[src/rtl/mem_bus_arbiter.sv]
// mem_bus_arbiter: two-port arbiter in front of the shared 32x8 program/data memory.
// Port 0 is the CPU control sequencer and port 1 is the loader/debug port.
// The winner's direction, address and write data are latched when it is granted.
// The memory strobes are then held for ACC_CYC cycles, followed by a one-cycle ack.
// Optional feature macro ARB_ROUND_ROBIN_EN: alternate between the ports on ties.
// Without it, port 0 wins every tie.
module mem_bus_arbiter #(
  parameter int AW      = 5,
  parameter int DW      = 8,
  parameter int ACC_CYC = 2
) (
  input  logic          clk,
  input  logic          rst,
  input  logic          req0,
  input  logic          we0,
  input  logic [AW-1:0] addr0,
  input  logic [DW-1:0] wdata0,
  output logic          ack0,
  output logic          gnt0,
  input  logic          req1,
  input  logic          we1,
  input  logic [AW-1:0] addr1,
  input  logic [DW-1:0] wdata1,
  output logic          ack1,
  output logic          gnt1,
  output logic [DW-1:0] rdata,
  output logic [AW-1:0] mem_addr,
  output logic [DW-1:0] mem_wdata,
  input  logic [DW-1:0] mem_rdata,
  output logic          mem_rd,
  output logic          mem_wr,
  output logic          busy
);

  typedef enum logic [1:0] {
    IDLE   = 2'd0,
    ACCESS = 2'd1,
    DONE   = 2'd2
  } state_t;

  localparam logic [3:0] CNT_INIT = 4'(ACC_CYC - 1);

  state_t        state, state_nxt;
  logic [3:0]    cnt, cnt_nxt;
  logic          we_lat, we_lat_nxt;
  logic          win, win_nxt;
  logic          pick;
  logic          ack0_nxt, ack1_nxt, gnt0_nxt, gnt1_nxt;
  logic          mem_rd_nxt, mem_wr_nxt;
  logic [DW-1:0] rdata_nxt, mem_wdata_nxt;
  logic [AW-1:0] mem_addr_nxt;
`ifdef ARB_ROUND_ROBIN_EN
  logic          last_served, last_served_nxt;
`endif

  // Choose which port would win if the arbiter grants this cycle (0 = CPU, 1 = loader)
  always_comb begin
`ifdef ARB_ROUND_ROBIN_EN
    if (req0 && req1) pick = ~last_served;
    else              pick = ~req0;
`else
    pick = ~req0;
`endif
  end

  // State register and every registered output; reset clears them all at once
  always_ff @(posedge clk or posedge rst) begin
    if (rst) begin
      state     <= IDLE;
      cnt       <= 4'd0;
      we_lat    <= 1'b0;
      win       <= 1'b0;
      ack0      <= 1'b0;
      ack1      <= 1'b0;
      gnt0      <= 1'b0;
      gnt1      <= 1'b0;
      mem_rd    <= 1'b0;
      mem_wr    <= 1'b0;
      rdata     <= '0;
      mem_addr  <= '0;
      mem_wdata <= '0;
`ifdef ARB_ROUND_ROBIN_EN
      last_served <= 1'b1;
`endif
    end else begin
      state     <= state_nxt;
      cnt       <= cnt_nxt;
      we_lat    <= we_lat_nxt;
      win       <= win_nxt;
      ack0      <= ack0_nxt;
      ack1      <= ack1_nxt;
      gnt0      <= gnt0_nxt;
      gnt1      <= gnt1_nxt;
      mem_rd    <= mem_rd_nxt;
      mem_wr    <= mem_wr_nxt;
      rdata     <= rdata_nxt;
      mem_addr  <= mem_addr_nxt;
      mem_wdata <= mem_wdata_nxt;
`ifdef ARB_ROUND_ROBIN_EN
      last_served <= last_served_nxt;
`endif
    end
  end

  // Next-state logic: grant in IDLE, hold the strobes through ACCESS, pulse ack in DONE
  always_comb begin
    state_nxt     = state;
    cnt_nxt       = cnt;
    we_lat_nxt    = we_lat;
    win_nxt       = win;
    ack0_nxt      = 1'b0;
    ack1_nxt      = 1'b0;
    gnt0_nxt      = gnt0;
    gnt1_nxt      = gnt1;
    mem_rd_nxt    = 1'b0;
    mem_wr_nxt    = 1'b0;
    rdata_nxt     = rdata;
    mem_addr_nxt  = mem_addr;
    mem_wdata_nxt = mem_wdata;
`ifdef ARB_ROUND_ROBIN_EN
    last_served_nxt = last_served;
`endif
    case (state)
      IDLE: begin
        gnt0_nxt = 1'b0;
        gnt1_nxt = 1'b0;
        if (req0 || req1) begin
          win_nxt       = pick;
          we_lat_nxt    = pick ? we1 : we0;
          mem_addr_nxt  = pick ? addr1 : addr0;
          mem_wdata_nxt = pick ? wdata1 : wdata0;
          gnt0_nxt      = ~pick;
          gnt1_nxt      = pick;
          cnt_nxt       = CNT_INIT;
          mem_rd_nxt    = pick ? ~we1 : ~we0;
          mem_wr_nxt    = pick ? we1 : we0;
          state_nxt     = ACCESS;
`ifdef ARB_ROUND_ROBIN_EN
          last_served_nxt = pick;
`endif
        end
      end
      ACCESS: begin
        if (cnt == 4'd0) begin
          state_nxt = DONE;
          ack0_nxt  = ~win;
          ack1_nxt  = win;
          if (!we_lat) rdata_nxt = mem_rdata;
        end else begin
          cnt_nxt    = cnt - 4'd1;
          mem_rd_nxt = ~we_lat;
          mem_wr_nxt = we_lat;
        end
      end
      DONE: begin
        gnt0_nxt  = 1'b0;
        gnt1_nxt  = 1'b0;
        state_nxt = IDLE;
      end
      default: begin
        gnt0_nxt  = 1'b0;
        gnt1_nxt  = 1'b0;
        state_nxt = IDLE;
      end
    endcase
  end

  assign busy = (state != IDLE);

endmodule
[config.mk]
export PLATFORM = sky130hd
export DESIGN_NAME = mem_bus_arbiter
export DESIGN_NICKNAME = d
export VERILOG_FILES = /design/src/rtl/mem_bus_arbiter.sv
export SDC_FILE = /design/constraint.sdc
export NUM_CORES = 1
export LEC_CHECK = 0
export CORE_MARGIN = 2
export CORE_UTILIZATION = 45
export DETAILED_ROUTE_END_ITERATION = 8
export GPL_TIMING_DRIVEN = 0
export PLACE_DENSITY_LB_ADDON = 0.2
export SLEW_MARGIN = 30
export SYNTH_ARGS = -nofsm -noshare
export SYNTH_HDL_FRONTEND = slang
export SYNTH_SLANG_ARGS = --single-unit
[constraint.sdc]
create_clock -name clk -period 4.4 [get_ports clk]
set_input_delay 0.44 -clock clk [delete_from_list [all_inputs] [get_ports clk]]
set_output_delay 0.44 -clock clk [all_outputs]
set_load 0.1 [all_outputs]
==> results.toml, run 1 <==
[outcome]
status = "completed"

[critical_path]
path_class = "flip-flop to primary output"
crit_arrival_ps = 2920
worst_setup_path_start_kind = "flip-flop"
cp_max_fo = 10
worstSetupStartpoint = "state[0]"
slowest_stage = "clkdlybuf4s50_1"
cp_num_buf_inv = 5
critPathCapture = "busy"
crit_family = "buffers and inverters"
end_kind = "primary output"
worstReg2RegEnd = "rdata[1]"
ff2ff_setup_slack_ps = 2330
rr_worst_depth = 6
cp.depth = 6
rr_startpoint = "cnt[0]"
crit_path_frequent_cell = "clkbuf_1"
cp_cell_sequence = "clkbuf_1, nor2_1, clkbuf_1, clkbuf_1, inv_1, clkdlybuf4s50_1"
required_ps = 3960
cpPeakStageDelay_ps = 980

[sta]
slew_violations = 0
final-hold-violation-count = 0
worst_pin_slew_ps = 995
fin_crit_sh = 0.764
setup_viol_count_final = 0
rsz0062_at_grt = "false"
relSlewSlack = 0.335
skew_ps = 14.7
setup_slack_ps = 1040
min_period_ps = 3360
tns_ps = 0
fmax_ghz = 0.297

[hold_path]
holdCritPathClass = "flip-flop to flip-flop"

[placed_design]
gp_congestion = 0.783
portBuffers = 66
dpl-instance-area_mm2 = 0.00230
place_hpwl_um = 2910
place_ws_ps = 1460

[floorplanning]
die_height_um = 63.4
die_area_mm2 = 0.00402
core_mm2 = 0.00336
io_pins = 68
fp.dieW_um = 63.4
row_count = 21
start_util = 0.472

[finish]
synthToLayoutAreaGrowth_pct = 48.8
most-common-layout-cells = "66 x clkdlybuf4s50_1, 35 x dfrtp_1, 31 x a21oi_1"
fin_util = 0.702
drive_above_1_share = 0.108
nets = 254
stdcell_area_mm2 = 0.00236
final_common_cell = "clkdlybuf4s50_1"
n_fill_cell = 292
antenna_cells = 0

[detailed_routing]
drc_errors = 0
wl_um = 3950
via_per_inst = 5.17
drtIter0Drc = 30
vias = 1335
avgRoutedWirePerCell_um = 15.3
antenna_left = 0
dr.pass1.iters = 4

[grt]
track_usage = 0.212
overflow = 0
antenna_found_initial = 0
grt_pass1_vias = 1400
grt_max_degree = 36
grt_first_pass_wirelength_um = 6470

[clock_tree]
cts_resized = 0
cts-root-buf = "clkbuf_4"
numCtsBuffers = 5
clk_pin_slew_worst_paths_ps = 110
cts_tree = "built"
insertion_delay_ps = 350
cts.sink_count = 35
htree_num_levels = 2
hold_buffers = 0
postCtsSetupBuffers = 0
clockBufferDepth = 2

[yosys]
syn_avg_cell_area_um2 = 11.4
synth-seq-area-share = 0.552
yosysUniqueCellTypes = 29
synth_nets = 181
synth-warning-count = 0
ys_seq_elements = 35
syn_inst = 139
netlist_area_mm2 = 0.00159

[flow_run]
cap_violations = 0
## layout make-up
| cell class | instances | area [um^2] | share of cell area |
|---|---|---|---|
| sequential | 35 | 876 | 0.371 |
| timing repair buffer | 66 | 661 | 0.280 |
| buffer | 9 | 43.8 | 0.0185 |
| clock inverter | 1 | 5.00 | 0.00212 |
| multi-input combinational | 89 | 644 | 0.273 |
| clock buffer | 6 | 51.3 | 0.0217 |
| tap | 46 | 57.6 | 0.0244 |
| inverter | 6 | 22.5 | 0.00954 |
## synth_stat cells
cell type | count | share of area
nand3_1 | 2 | 0.0063
buf_1 | 1 | 0.0024
nor3b_1 | 2 | 0.0095
o22ai_1 | 1 | 0.0039
o211ai_1 | 1 | 0.0047
a31o_2 | 1 | 0.0055
ha_1 | 2 | 0.016
or2_2 | 1 | 0.0039
buf_6 | 1 | 0.0071
dfrtp_1 | 35 | 0.55
and2_0 | 1 | 0.0039
buf_2 | 2 | 0.0063
a21boi_0 | 1 | 0.0047
o21ai_0 | 3 | 0.0095
and2b_1 | 1 | 0.0047
inv_1 | 6 | 0.014
a21oi_1 | 31 | 0.098
or3b_4 | 1 | 0.0071
nand2_1 | 4 | 0.0095
or4_2 | 1 | 0.0055
mux2_4 | 8 | 0.076
mux2i_1 | 16 | 0.10
nand2b_1 | 1 | 0.0039
and2_1 | 1 | 0.0039
nor3_1 | 3 | 0.0095
nor2b_1 | 1 | 0.0039
clkbuf_1 | 5 | 0.012
or3_1 | 1 | 0.0039
nor2_1 | 5 | 0.012
## layer usage
metal,global-route usage,vias to the layer above,part of all wire
met5,0,-,0
met4,0.0761,0,0.013
met3,0.0696,6,0.072
met2,0.387,62,0.53
met1,0.227,638,0.39
li1,-,629,-
## worst min path at each step
stage,start,slack (ps),endpoint,cells after the start
6_report,win,490,ack0,1
5_1_grt,win,500,ack0,1
4_1_cts,win,490,ack0,1
3_5_place_dp,win,460,ack0,1
3_3_place_gp,win,460,ack0,1
2_1_floorplan,win,420,ack0,1
## sequential cells by signal (all words and copies together), names as in the netlist
| register | count |
|---|---|
| gnt1 | 1 |
| cnt | 4 |
| win | 1 |
| ack1 | 1 |
| state | 2 |
| mem_rd | 1 |
| mem_addr | 5 |
| we_lat | 1 |
| rdata | 8 |
| mem_wdata | 8 |
| ack0 | 1 |
| mem_wr | 1 |
| gnt0 | 1 |
## cell families (layout without fill, tap and decap cells)
family	after synthesis	count (layout)	synth area share
buf+inv	15	88	0.0418
fa+ha+maj	2	2	0.0158
compound gates	38	38	0.126
mux	24	24	0.177
simple gates	25	25	0.0876
flops	35	35	0.552
## metrics by stage
step	std cells	hold slack, ps
finish	258	494
global route	258	502
CTS	258	492
detailed placement	251	458
global placement	251	458
floorplan	139	424
Power of run 1 is left out: the tool's default activity adds up to more than one toggle a clock period on the data nets, which glitch-free logic cannot reach.
==> run 2, diff against run 1 <==
CORE_UTILIZATION = 38   (was 45)
clock period = 3 ns   (was 4.4 ns; I/O delays follow)
==> results.toml, run 2 (synthesized netlist as in run 1, its figures left out) <==
[grt]
grt_first_pass_wirelength_um = 6110
antenna_found_initial = 0
overflow = 0
track_usage = 0.182
grt_pass1_vias = 1377
grt_max_degree = 36

[finish]
synthToLayoutAreaGrowth_pct = 52.1
antenna_cells = 0
final_common_cell = "clkdlybuf4s50_1"
most-common-layout-cells = "65 x clkdlybuf4s50_1, 35 x dfrtp_1, 31 x a21oi_1"
nets = 254
reg_top3 = "mem_wdata x8, rdata x8, mem_addr x5"
n_fill_cell = 353
drive_above_1_share = 0.113

[critical_path]
crit_path_frequent_cell = "clkbuf_1"
cp_num_buf_inv = 5
slowest_stage = "dlygate4sd2_1"
crit_family = "buffers and inverters"
crit_arrival_ps = 2480
required_ps = 2700
path_class = "flip-flop to primary output"
cpPeakStageDelay_ps = 850
end_kind = "primary output"
cp_max_fo = 10
worst_setup_path_start_kind = "flip-flop"
cp_cell_sequence = "clkbuf_1, nor2_1, clkbuf_1, clkbuf_1, inv_1, dlygate4sd2_1"

[floorplanning]
fp.dieW_um = 68.6
io_pins = 68
row_count = 23
start_util = 0.397
core_mm2 = 0.00400
die_height_um = 68.6
die_area_mm2 = 0.00471

[detailed_routing]
vias = 1314
wl_um = 3770
drtIter0Drc = 22
avgRoutedWirePerCell_um = 14.3
drc_errors = 0
antenna_left = 0
via_per_inst = 5.00
dr.pass1.iters = 4

[sta]
worst_pin_slew_ps = 994
rsz0062_at_grt = "false"
fmax_ghz = 0.359
min_period_ps = 2780
slew_violations = 0
skew_ps = 4.26
relSlewSlack = 0.336
setup_viol_count_final = 0
final-hold-violation-count = 0
tns_ps = 0
fin_crit_sh = 0.928

[hold_path]
holdCritPathClass = "input port to async pin"

[placed_design]
gp_congestion = 0.694
place_hpwl_um = 2790
portBuffers = 66

[clock_tree]
numCtsBuffers = 5
htree_num_levels = 2
insertion_delay_ps = 290
cts.sink_count = 35
clk_pin_slew_worst_paths_ps = 70
clockBufferDepth = 2
cts-root-buf = "clkbuf_8"
cts_tree = "built"

[flow_run]
cap_violations = 0

[outcome]
status = "completed"
run 2: cell count changes in the layout (fill, tap and decap cells not counted):
cell             delta
clkbuf_4            -5
clkbuf_8            +6
clkdlybuf4s50_1     -1
clkinv_2            -1
clkinvlp_4          +1
dlygate4sd2_1       +1
run 2: timing repair:
item                                    CTS  global route
resized for setup                         1             0
setup buffers                             0             0
endpoints found under the setup margin    1             0
hold buffers                              0             0
run 2: final timing paths:
kind | depth (start not counted) | from | slack [ps] | end
worst min-delay path | 2 | rst | 440 | rdata[6]
min in group clk | 1 | win | 460 | ack0
worst min register to register | 1 | win | 460 | ack0
worst max register to register | 6 | cnt[0] | 930 | rdata[4]
worst max-delay path | 6 | state[0] | 220 | busy
max in group asynchronous | 2 | rst | 2110 | mem_wdata[0]
run 2: metal layers:
layer / share of wire / wire (um) / vias up / GRT usage
li1: - / - / 630 / -
met1: 0.39 / 1460 / 631 / 0.198
met2: 0.51 / 1920 / 49 / 0.297
met3: 0.087 / 327 / 4 / 0.0877
met4: 0.016 / 62 / 0 / 0.0875
met5: 0 / 0 / - / 0
run 2: final cells by class:
type                    instances  area, um^2  share of cell area
clock buffers                   7        96.3              0.0399
clock inverters                 1        7.51             0.00311
inverters                       6        22.5             0.00934
repair buffers                 66         659               0.273
plain buffers                   9        43.8              0.0182
flip-flops and latches         35         876               0.363
well taps                      50        62.6              0.0259
multi-input cells              89         644               0.267
run 2: stage by stage:
step / utilization / std cells / setup WS [ps] / hold slack, ps / cell area (um^2)
finish: 0.603 / 263 / 216 / 440 / 2410
global route: 0.603 / 263 / 19.6 / 472 / 2410
CTS: 0.603 / 263 / 225 / 464 / 2410
detailed placement: 0.577 / 255 / 201 / 453 / 2310
global placement: 0.577 / 255 / 222 / 461 / 2310
floorplan: - / 139 / 1070 / 424 / 1590
Power of run 2 is left out for the same reason.
==> run 3, diff against run 2 <==
PLACE_DENSITY_LB_ADDON = 0.25   (was 0.2)
==> results.toml, run 3 (synthesized netlist as in run 1, its figures left out) <==
[grt]
grt_first_pass_wirelength_um = 5800
grt_max_degree = 36
overflow = 0
grt_pass1_vias = 1264
track_usage = 0.169
antenna_found_initial = 0

[finish]
drive_above_1_share = 0.108
instances_no_fill = 262
n_fill_cell = 326
final_common_cell = "clkdlybuf4s50_1"
nets = 254
antenna_cells = 0
reg_top3 = "mem_wdata x8, rdata x8, mem_addr x5"
most-common-layout-cells = "65 x clkdlybuf4s50_1, 35 x dfrtp_1, 31 x a21oi_1"
synthToLayoutAreaGrowth_pct = 51.0

[detailed_routing]
via_per_inst = 5.00
dr.pass1.iters = 4
route.met3.wl_um = 274
vias = 1309
route.met2.wl_um = 1760
antenna_left = 0
drc_errors = 0
dr.max_layer_used = "met4"
wl_met1_um = 1540
avgRoutedWirePerCell_um = 13.9
wl_um = 3640
drtIter0Drc = 59

[sta]
worst_pin_slew_ps = 988
rsz0062_at_grt = "false"
skew_ps = 6.20
setup_viol_count_final = 0
slew_violations = 0
final-hold-violation-count = 0
fin_crit_sh = 0.922
tns_ps = 0
min_period_ps = 2760
fmax_ghz = 0.362
relSlewSlack = 0.339

[flow_run]
cap_violations = 0

[critical_path]
worst_setup_path_start_kind = "flip-flop"
required_ps = 2700
path_class = "flip-flop to primary output"
cp_max_fo = 10
end_kind = "primary output"
crit_arrival_ps = 2460
rr_worst_depth = 6
ff2ff_setup_slack_ps = 950

[floorplanning]
row_count = 23
start_util = 0.397
fp.dieW_um = 68.6
die_height_um = 68.6
io_pins = 68
die_area_mm2 = 0.00471
core_mm2 = 0.00400

[clock_tree]
cts_tree = "built"
numCtsBuffers = 5
clk_pin_slew_worst_paths_ps = 60
cts.sink_count = 35
htree_num_levels = 2
cts-root-buf = "clkbuf_8"
insertion_delay_ps = 280
clockBufferDepth = 2

[hold_path]
holdCritPathClass = "input port to async pin"

[outcome]
status = "completed"

[placed_design]
place_hpwl_um = 2730
gp_congestion = 0.797
dpl.cell_count = 255
portBuffers = 66
[run 3: path summary, 6_finish.rpt]
check	startpoint	endpoint
max	state[0]	busy
min	rst	mem_wdata[6]
max reg2reg	cnt[0]	rdata[1]
min reg2reg	win	ack0
max in group asynchronous	rst	rdata[2]
min in group clk	win	ack0
[run 3: what timing repair did]
| item | CTS | global route |
|---|---|---|
| hold buffers | 0 | 0 |
| setup endpoints to repair | 1 | 0 |
| resized for setup | 1 | 0 |
| setup buffers | 0 | 0 |
[run 3: through the flow]
step                      setup WS (ps)   util  area [um^2]  hold WS [ps]
after CTS                           218  0.599         2400           480
after global placement              213  0.577         2310           462
after detailed placement            183  0.577         2310           465
after global routing               64.1  0.599         2400           501
final                               235  0.599         2400           453
after floorplan                    1070      -         1590           424
[run 3: routing by layer]
metal,up-vias,GRT usage
met5,-,0
met3,8,0.0455
met2,47,0.276
met4,0,0.0750
li1,625,-
met1,629,0.209
[run 3: cell type report]
class / instances / area (um^2) / share of cell area
Tap cell: 50 / 62.6 / 0.0261
Inverter: 6 / 22.5 / 0.00940
Timing Repair Buffer: 66 / 659 / 0.275
Buffer: 9 / 43.8 / 0.0183
Sequential cell: 35 / 876 / 0.366
Clock inverter: 1 / 5.00 / 0.00209
Multi-Input combinational cell: 89 / 644 / 0.269
Clock buffer: 6 / 82.6 / 0.0345
[run 3: critical path, cell delays in order, from the launching register on]
cell,delay (ps)
dfrtp_1,330
clkbuf_1,280
nor2_1,90
clkbuf_1,240
clkbuf_1,290
inv_1,100
dlygate4sd2_1,850
Power of run 3 is left out for the same reason.
